### src/rtl/voxel_pixel_axis_packer.sv
// voxel_pixel_axis_packer: packs sequential renderer pixel writes into framed AXI-Stream beats through a FWFT FIFO
// Ports: clk, rst_n (async active-low); pix_valid/pix_addr/pix_data non-stallable pixel writes;
// m_axis_tdata/tvalid/tready/tuser/tlast packed output stream (tuser = start of frame, tlast = frame or line end);
// clear_stats zeroes the counters; fifo_level, overflow_count, sync_err_count report status.
module voxel_pixel_axis_packer #(
    parameter int SCREEN_WIDTH  = 480,
    parameter int SCREEN_HEIGHT = 360,
    parameter int PIX_W         = 24,
    parameter int PPB           = 1,
    parameter int FIFO_DEPTH    = 16,
    parameter int TLAST_MODE    = 0
) (
    input  logic                            clk,
    input  logic                            rst_n,
    input  logic                            pix_valid,
    input  logic [31:0]                     pix_addr,
    input  logic [PIX_W-1:0]                pix_data,
    output logic [PIX_W*PPB-1:0]            m_axis_tdata,
    output logic                            m_axis_tvalid,
    input  logic                            m_axis_tready,
    output logic                            m_axis_tuser,
    output logic                            m_axis_tlast,
    input  logic                            clear_stats,
    output logic [$clog2(FIFO_DEPTH+1)-1:0] fifo_level,
    output logic [31:0]                     overflow_count,
    output logic [31:0]                     sync_err_count
);
    localparam int DW = PIX_W*PPB;
    localparam int EW = DW+2;
    localparam int LW = PPB > 1 ? $clog2(PPB) : 1;
    localparam int CW = SCREEN_WIDTH > 1 ? $clog2(SCREEN_WIDTH) : 1;
    localparam int AW = $clog2(FIFO_DEPTH);
    localparam int VW = $clog2(FIFO_DEPTH+1);
    localparam logic [31:0]   LAST_ADDR = 32'(SCREEN_WIDTH*SCREEN_HEIGHT-1);
    localparam logic [LW-1:0] LANE_MAX  = LW'(PPB-1);
    localparam logic [CW-1:0] COL_MAX   = CW'(SCREEN_WIDTH-1);
    localparam logic [VW-1:0] FULL_LVL  = VW'(FIFO_DEPTH);
    typedef enum logic {WAIT_SOF, RUN} state_t;
    state_t st, nxt;
    logic [31:0] exp_addr;
    logic [LW-1:0] lane, cur_lane;
    logic [CW-1:0] col, cur_col;
    logic [DW-1:0] acc, beat;
    logic usr, first, match, accept, sync_err, beat_done, b_user, b_last, pop, push, ovf;
    logic [EW-1:0] mem [FIFO_DEPTH];
    logic [AW-1:0] wp, rp;
    always_ff @(posedge clk or negedge rst_n)
        if (!rst_n)
            st <= WAIT_SOF;
        else
            st <= nxt;
    always_comb begin
        nxt = st;
        if (ovf)
            nxt = WAIT_SOF;
        else if (st == WAIT_SOF)
            nxt = first ? RUN : WAIT_SOF;
        else if (sync_err && !first)
            nxt = WAIT_SOF;
    end
    // Address 0 always restarts at lane 0 / column 0, which covers SOF, resync and frame wrap alike.
    always_comb begin
        first     = pix_valid && pix_addr == '0;
        match     = pix_valid && st == RUN && pix_addr == exp_addr;
        accept    = first || match;
        sync_err  = pix_valid && st == RUN && !match;
        cur_lane  = first ? '0 : lane;
        cur_col   = first ? '0 : col;
        beat      = acc;
        beat[int'(cur_lane)*PIX_W +: PIX_W] = pix_data;
        beat_done = accept && cur_lane == LANE_MAX;
        b_user    = cur_lane == '0 ? first : usr;
        // Line ends always fall on the last lane because the width is a multiple of PPB.
        b_last    = pix_addr == LAST_ADDR || (TLAST_MODE == 1 && cur_col == COL_MAX);
        pop       = m_axis_tvalid && m_axis_tready;
        push      = beat_done && (fifo_level != FULL_LVL || pop);
        ovf       = beat_done && !push;
    end
    always_ff @(posedge clk or negedge rst_n)
        if (!rst_n) begin
            exp_addr <= '0;
            lane     <= '0;
            col      <= '0;
            acc      <= '0;
            usr      <= 1'b0;
        end else if (accept && !ovf) begin
            exp_addr <= pix_addr == LAST_ADDR ? '0 : pix_addr + 32'd1;
            lane     <= beat_done ? '0 : cur_lane + 1'b1;
            col      <= cur_col == COL_MAX ? '0 : cur_col + 1'b1;
            acc      <= beat;
            if (cur_lane == '0)
                usr <= first;
        end else if (ovf || sync_err) begin
            exp_addr <= '0;
            lane     <= '0;
            col      <= '0;
        end
    always_ff @(posedge clk)
        if (push)
            mem[wp] <= {b_user, b_last, beat};
    always_ff @(posedge clk or negedge rst_n)
        if (!rst_n) begin
            wp         <= '0;
            rp         <= '0;
            fifo_level <= '0;
        end else begin
            if (push)
                wp <= wp + 1'b1;
            if (pop)
                rp <= rp + 1'b1;
            fifo_level <= fifo_level + VW'(push) - VW'(pop);
        end
    assign m_axis_tvalid = fifo_level != '0;
    assign {m_axis_tuser, m_axis_tlast, m_axis_tdata} = m_axis_tvalid ? mem[rp] : '0;
    always_ff @(posedge clk or negedge rst_n)
        if (!rst_n) begin
            overflow_count <= '0;
            sync_err_count <= '0;
        end else begin
            overflow_count <= clear_stats ? '0 : overflow_count + 32'(ovf && overflow_count != '1);
            sync_err_count <= clear_stats ? '0 : sync_err_count + 32'(sync_err && sync_err_count != '1);
        end
endmodule

### config.mk
export PLATFORM = sky130hd
export DESIGN_NAME = voxel_pixel_axis_packer
export DESIGN_NICKNAME = d
export VERILOG_FILES = /design/src/rtl/voxel_pixel_axis_packer.sv
export SDC_FILE = /design/constraint.sdc
export NUM_CORES = 1
export LEC_CHECK = 0
export ABC_CLOCK_PERIOD_IN_PS = 3600
export CAP_MARGIN = 20
export CORE_MARGIN = 2
export CORE_UTILIZATION = 35
export DETAILED_ROUTE_END_ITERATION = 12
export PLACE_DENSITY = 0.53
export SLEW_MARGIN = 20
export SYNTH_ARGS = -nofsm -noshare
export SYNTH_HDL_FRONTEND = slang
export SYNTH_SLANG_ARGS = --single-unit
### constraint.sdc
create_clock -name clk -period 3.6 [get_ports clk]
set_input_delay 0.36 -clock clk [delete_from_list [all_inputs] [get_ports clk]]
set_output_delay 0.36 -clock clk [all_outputs]
set_load 0.02 [all_outputs]
==> flow_metrics.tcl, run 1 <==
set metrics [dict create \
    grt_max_degree 66 \
    powerDensity_mw_per_mm2 612 \
    ys_seq_area_share_pct 67.6 \
    drc 0 \
    slowest_delay_ns 0.58 \
    yosysWarnings 0 \
    htreeDepth 2 \
    outcome "finished, final reports clean" \
    final_nets 1719 \
    min_path_type "input pin to flop" \
    rsz0062_at_grt "true" \
    antenna_found_initial 3 \
    drive_above_1_share_pct 25.4 \
    via_per_inst 5.15 \
    critPathLaunchType "flop" \
    drv_cap 0 \
    setup_slack_ns 0.108 \
    finalCritPeriodShare_pct 97.0 \
    drt_wl_total_um 57700 \
    synthCells 1385 \
    fin_util_pct 43.8 \
    worstPathRequired_ns 3.24 \
    dieWidth_um 263 \
    hold_violations 0 \
    crit_family "buffers and inverters" \
    clkTransAtPathRegs_ns 0.06 \
    first_pass_iters 4 \
    syn-cell-area_mm2 0.0235 \
    dieArea_mm2 0.0693 \
    cts_max_path_buffers 3 \
    synth-seq-cells 552 \
    final_common_cell "edfxtp_1" \
    fin_worst_hold_slack_ns 0.276 \
    worstSetupEndpointType "output pin" \
    vias 13203 \
    period_minus_slack_ns 3.49 \
    place_hpwl_um 34400 \
    routedWlPerCell_um 22.5 \
    p_leak_nw 10.3 \
    grt_overflow_total 0 \
    first_global_vias 13789 \
    slowest_stage "clkdlybuf4s50_1" \
    crit_buf_inv 3 \
    path_cells "buf_4 > buf_4 > mux4_2 > mux4_2 > nor2b_1 > clkdlybuf4s50_1" \
    initial_core_util_pct 35.2 \
    clk_latency_ns 0.64 \
    path_max_fanout 6 \
    preCtsSetupSlack_ns -0.295 \
    rows 95 \
    synth.distinct_cells 48 \
    io_pins 157 \
    crit_arrival_ns 3.13 \
    grt_use_total_pct 16.8 \
    syn_area_per_cell_um2 17.0 \
    fmax_mhz 286 \
    synth_nets 1464 \
    port_buffers 156 \
    drv_slew 0 \
    finalPower_mw 17.9 \
    max-vdd-ir-drop_v 0.000428 \
    cts_tree "done" \
    tns_ns 0 \
    final_cell_mix "416 x edfxtp_1, 141 x clkdlybuf4s50_1, 133 x dfrtp_1" \
    fin_worst_skew_ns 0.0440 \
    cts_sinks 552 \
    die_height_um 263 \
    drt_iter0_drc 941 \
    antenna_left 0 \
    core_area_mm2 0.0668 \
    slew_headroom_pct 34.1 \
    cts-root-buf "clkbuf_16" \
    gp_congestion 0.811 \
    numCtsBuffers 61 \
    worst_pin_slew_ns 0.989 \
    areaGrowthSynthToFinish_pct 24.5 \
    setup_viol 0 \
    crit_type "flop to output pin" \
    grt_pass1_wl_um 87700 \
]
==> metal layers <==
layer	vias to the layer above	part of all wire (%)	global-route usage, %
met4	4	1.6	3.86
li1	5859	-	-
met3	74	4.4	2.88
met5	-	0.047	0
met2	277	50	28.2
met1	6989	44	22.8
==> synthesized netlist by cell type, drive strengths merged <==
master	instances	area share, %
nand4	32	0.88
o31ai	31	1.3
buf	29	0.79
xor2	93	3.5
and3	11	0.29
a21o	1	0.032
mux2	50	2.5
nand2	85	1.4
fa	1	0.085
inv	13	0.21
mux4	130	12
or2	4	0.11
o41ai	1	0.12
xnor2	38	1.4
nand3	44	0.94
a22o	1	0.037
nand4b	2	0.075
ha	17	0.90
a21oi	7	0.15
o211ai	2	0.064
nand3b	1	0.085
nand2b	1	0.037
edfxtp	416	53
and4	7	0.26
and2	5	0.13
o21ai	6	0.22
or3	2	0.053
nor4	24	0.76
nor3	13	0.28
clkbuf	41	0.66
mux2i	1	0.043
or4	3	0.13
dfrtp	136	14
nor2b	35	0.93
nor2	102	1.6
==> what timing repair did <==
item	in CTS	in global routing
buffers inserted	5	0
hold buffers	1	0
endpoints found under the hold margin	63	0
endpoints found under the setup margin	26	29
gates resized for setup	0	16
==> kinds of logic after synthesis <==
| group | count (synthesis) | share of synthesized area (%) |
|---|---|---|
| AO/OA/AOI/OAI | 49 | 1.88 |
| XOR/XNOR | 131 | 4.88 |
| adder cells (fa/ha/maj) | 18 | 0.990 |
| buffers and inverters | 83 | 1.65 |
| flip-flops | 552 | 67.6 |
| multiplexers | 181 | 15.0 |
| AND/OR/NAND/NOR | 371 | 7.97 |
==> metrics by stage <==
step / std cells / cell area, um^2
after floorplan: 1385 / 23500
after global placement: 2444 / 27100
after detailed placement: 2444 / 27100
after CTS: 2564 / 29200
after global routing: 2565 / 29300
final: 2565 / 29300
==> flip-flops by register name, indices dropped and copies added (netlist names), 4 cells and up <==
register	flops
sync_err_count	32
fifo_level	5
mem	416
exp_addr	32
overflow_count	32
rp	4
acc	24
wp	4
==> path summary, 6_finish.rpt <==
path	from	to	slack (ns)	depth (start not counted)
max	rp[0]	m_axis_tdata[3]	0.11	6
max reg2reg	exp_addr[13]	overflow_count[12]	0.30	14
min	clear_stats	sync_err_count[10]	0.28	2
min reg2reg	acc[22]	acc[22]	0.49	1
min in group asynchronous	rst_n	acc[16]	0.32	2
max in group asynchronous	rst_n	sync_err_count[27]	2.43	3
==> report_power, final <==
group	switching, mW	internal (mW)	total [mW]	leakage [nW]
clock	2.56	3.62	6.18	0.987
combinational	2.16	2.53	4.68	3.66
sequential	0.137	6.92	7.05	5.62
==> layout make-up <==
cell class	instances	area [um^2]
sequential	552	15900
multi-input combinational	750	7390
fill	5918	37500
clock inverter	19	214
clock buffer	95	1820
antenna	1	2.50
inverter	13	48.8
timing repair buffer	262	2800
tap	873	1090
Note: power is estimated with default switching activity, not from simulation.
==> inputs of run 2 (changes only) <==
--- a/config.mk
+++ b/config.mk
@@ -15,3 +15,4 @@
 export SYNTH_ARGS = -nofsm -noshare
 export SYNTH_HDL_FRONTEND = slang
 export SYNTH_SLANG_ARGS = --single-unit
+export TNS_END_PERCENT = 100
==> results of run 2 <==
No change in the layout: final DEF, timing and power equal those of run 1.
==> inputs of run 3 (changes only) <==
--- a/config.mk
+++ b/config.mk
@@ -5,6 +5,7 @@
 export SDC_FILE = /design/constraint.sdc
 export NUM_CORES = 1
 export LEC_CHECK = 0
+export ABC_AREA = 1
 export ABC_CLOCK_PERIOD_IN_PS = 3600
 export CAP_MARGIN = 20
 export CORE_MARGIN = 2
==> run 3 against run 2 <==
The flow now finishes with violations (negative setup slack). Largest power group unchanged. Final area rose by 5.1%. Largest cell class unchanged. Clock-buffer cell count fell by 31. First-iteration DRC count rose by 63%. Clock skew rose by 0.011 ns. Synthesized cell count rose by 73%. Setup slack got worse by 0.12 ns.
==> flow_metrics.tcl, run 3 <==
set metrics [dict create \
    syn_area_per_cell_um2 10.5 \
    drive_above_1_share_pct 11.1 \
    diodes 0 \
    routedWlPerCell_um 20.6 \
    yosys.area.top_type "edfxtp_1" \
    rrSetupSlack_ns 0.46 \
    first_pass_iters 5 \
    violations "negative setup slack" \
    largest-register "mem" \
    gp_congestion 0.887 \
    crit_type "flop to output pin" \
    yosys.area_share.simple_pct 16.5 \
    path_max_fanout 50 \
    clkTransAtPathRegs_ns 0.07 \
    finalPower_mw 19.2 \
    grtUsageMet2_pct 33.5 \
    ys_seq_area_share_pct 63.6 \
    dieArea_mm2 0.0736 \
    synthTopCellsByCount "416 x edfxtp_1, 395 x nor2_1, 393 x nand2_1" \
    synth-seq-cells 552 \
    drc 0 \
    crit_arrival_ns 3.25 \
    synthAdderAreaFrac_pct 0.931 \
    grt_overflow_total 0 \
    synth_nets 2469 \
    critPathLaunchType "flop" \
    areaGrowthSynthToFinish_pct 23.1 \
    worst_pin_slew_ns 0.917 \
    hold_violations 0 \
    grt_max_degree 103 \
    synth-edff-count 416 \
    endpoint "m_axis_tdata[15]" \
    max-vdd-ir-drop_v 0.000475 \
    drv_cap 0 \
    synth_mux_area_share_pct 0 \
    combinationalPowerShare_pct 30.3 \
    core_area_mm2 0.0711 \
    slew_headroom_pct 38.9 \
    cts_sinks 552 \
    p_leak_nw 11.2 \
    period_minus_slack_ns 3.61 \
    grt_use_total_pct 19.9 \
    powerDensity_mw_per_mm2 624 \
    worstPathRequired_ns 3.24 \
    final_cell_mix "416 x edfxtp_1, 393 x nand2_1, 379 x nor2_1" \
    switching_power_mw 6.60 \
    synth_compound_area_share_pct 12.1 \
    cts_tree "done" \
    synth.most_common_cell "edfxtp_1" \
    fin_util_pct 43.3 \
    grt_pass1_wl_um 114000 \
    antenna_found_initial 0 \
    critPathLaunch "rp[0]" \
    fin_worst_skew_ns 0.0551 \
    synth_top_family_by_area "simple AND/OR/NAND/NOR gates" \
    htreeDepth 2 \
    synth.distinct_cells 43 \
    place_hpwl_um 45800 \
    drv_slew 0 \
    use_met1_pct 27.2 \
    cts-root-buf "clkbuf_16" \
    numCtsBuffers 59 \
    vias 18793 \
    setup_viol 1 \
    synthCells 2390 \
    port_buffers 156 \
    setup_slack_ns -0.00914 \
    drt_iter0_drc 1533 \
    yosysWarnings 0 \
    worstSetupEndpointType "output pin" \
    min_path_type "input pin to async pin" \
    rsz0062_at_grt "true" \
    intPower_mw 12.6 \
    outcome "finished with violations" \
    rows 98 \
    syn-cell-area_mm2 0.0250 \
    largest_reg_flops 416 \
    p_seq_share_pct 36.5 \
    ys_async_sr_fraction_pct 24.6 \
    io_pins 157 \
    synth_top_area_share_pct 50.0 \
    cts_max_path_buffers 3 \
    grtUsageMet3_pct 2.93 \
    drt_wl_total_um 74200 \
    synth-main-ff-cell "edfxtp_1" \
    finalCritPeriodShare_pct 100 \
    synth_area_leaders "edfxtp_1 50%, dfrtp_1 14%, nor2_1 5.9%, nand2_1 5.9%, o21ai_0 5.0%" \
    gr-max-usage-layer "met2" \
    final_nets 2683 \
    synth_xor_area_share_pct 2.45 \
    r2r_start "fifo_level[2]" \
    dieWidth_um 271 \
    p_sw_share_pct 34.4 \
    first_global_vias 18605 \
    pwr-share-clk_pct 33.2 \
    fmax_mhz 277 \
    initial_core_util_pct 35.2 \
    final_common_cell "edfxtp_1" \
    antenna_left 0 \
    die_height_um 271 \
    clk_latency_ns 0.64 \
    reg2reg_to "overflow_count[22]" \
    rr_worst_depth 20 \
    via_per_inst 5.21 \
]
-- run 3: cell count changes in the layout (fill, tap and decap cells not counted), moves of 74 or more --
cell / delta
nand2_1: +309
nor2_1: +294
o21ai_0: +246
mux4_2: -130
inv_1: +115
o221ai_1: +74
-- run 3: cell type report --
cell class                 instances  area, um^2
clock buffer                      64        1500
clock inverter                    47         562
fill                            6755       40300
inverter                         137         527
multi-input combinational       1570        8130
sequential                       552       15900
tap                              950        1190
timing repair buffer             284        2960
-- run 3: repair_timing --
action	in CTS	in global routing
buffers inserted	0	0
hold buffers	1	0
endpoints found under the hold margin	84	0
endpoints found under the setup margin	19	17
gates resized for setup	6	14
-- run 3: logic make-up after synthesis --
logic type	count (synthesis)
xor gates and xnor gates	70
AOI/OAI and AO/OA	484
and+or+nand+nor	998
DFF	552
buffers and inverters	268
adders and majority gates	18
-- run 3: power by group through the flow --
stage / Clock [mW] / Sequential (mW) / Combinational (mW)
2_1_floorplan: 0 / 7.12 / 3.36
3_3_place_gp: 0 / 7.13 / 5.78
4_1_cts: 6.50 / 7.00 / 5.86
6_report: 6.37 / 7.01 / 5.82
5_1_grt: 6.74 / 7.01 / 6.40
3_5_place_dp: 0 / 7.13 / 5.85
-- run 3: metal layers --
layer	share of wire [%]	wire length [um]
met1	44	33000
met2	48	35800
met3	5.3	3940
met4	1.9	1420
met5	0	0
-- run 3: worst min-delay path by stage --
stage | from | end | slack [ns] | depth (start not counted)
floorplan | rst_n | acc[0] | 0.06 | 0
global route | m_axis_tready | rp[0] | 0.41 | 3
detailed placement | acc[15] | acc[15] | 0.46 | 2
CTS | m_axis_tready | rp[0] | 0.36 | 3
finish | rst_n | overflow_count[11] | 0.35 | 2
global placement | acc[5] | acc[5] | 0.45 | 2
-- run 3: worst max-delay path, stage by stage (launching register included) --
cell,delay [ns]
dfrtp_4,0.57
inv_12,0.24
buf_4,0.25
buf_4,0.24
o21ai_0,0.10
o221ai_1,0.20
nand3_1,0.11
a21oi_1,0.22
clkdlybuf4s50_1,0.64
-- run 3: through the flow --
stage | hold slack (ns) | instance area, um^2 | setup TNS [ns] | setup WS, ns | std cells
detailed placement | 0.459 | 28600 | 0 | 0.00912 | 3492
finish | 0.346 | 30800 | -0.00914 | -0.00914 | 3604
global placement | 0.454 | 28600 | -0.0184 | -0.0184 | 3491
floorplan | 0.0644 | 25000 | 0 | 0.409 | 2390
global route | 0.410 | 30800 | -0.912 | -0.163 | 3604
CTS | 0.358 | 30700 | -0.158 | -0.0466 | 3604
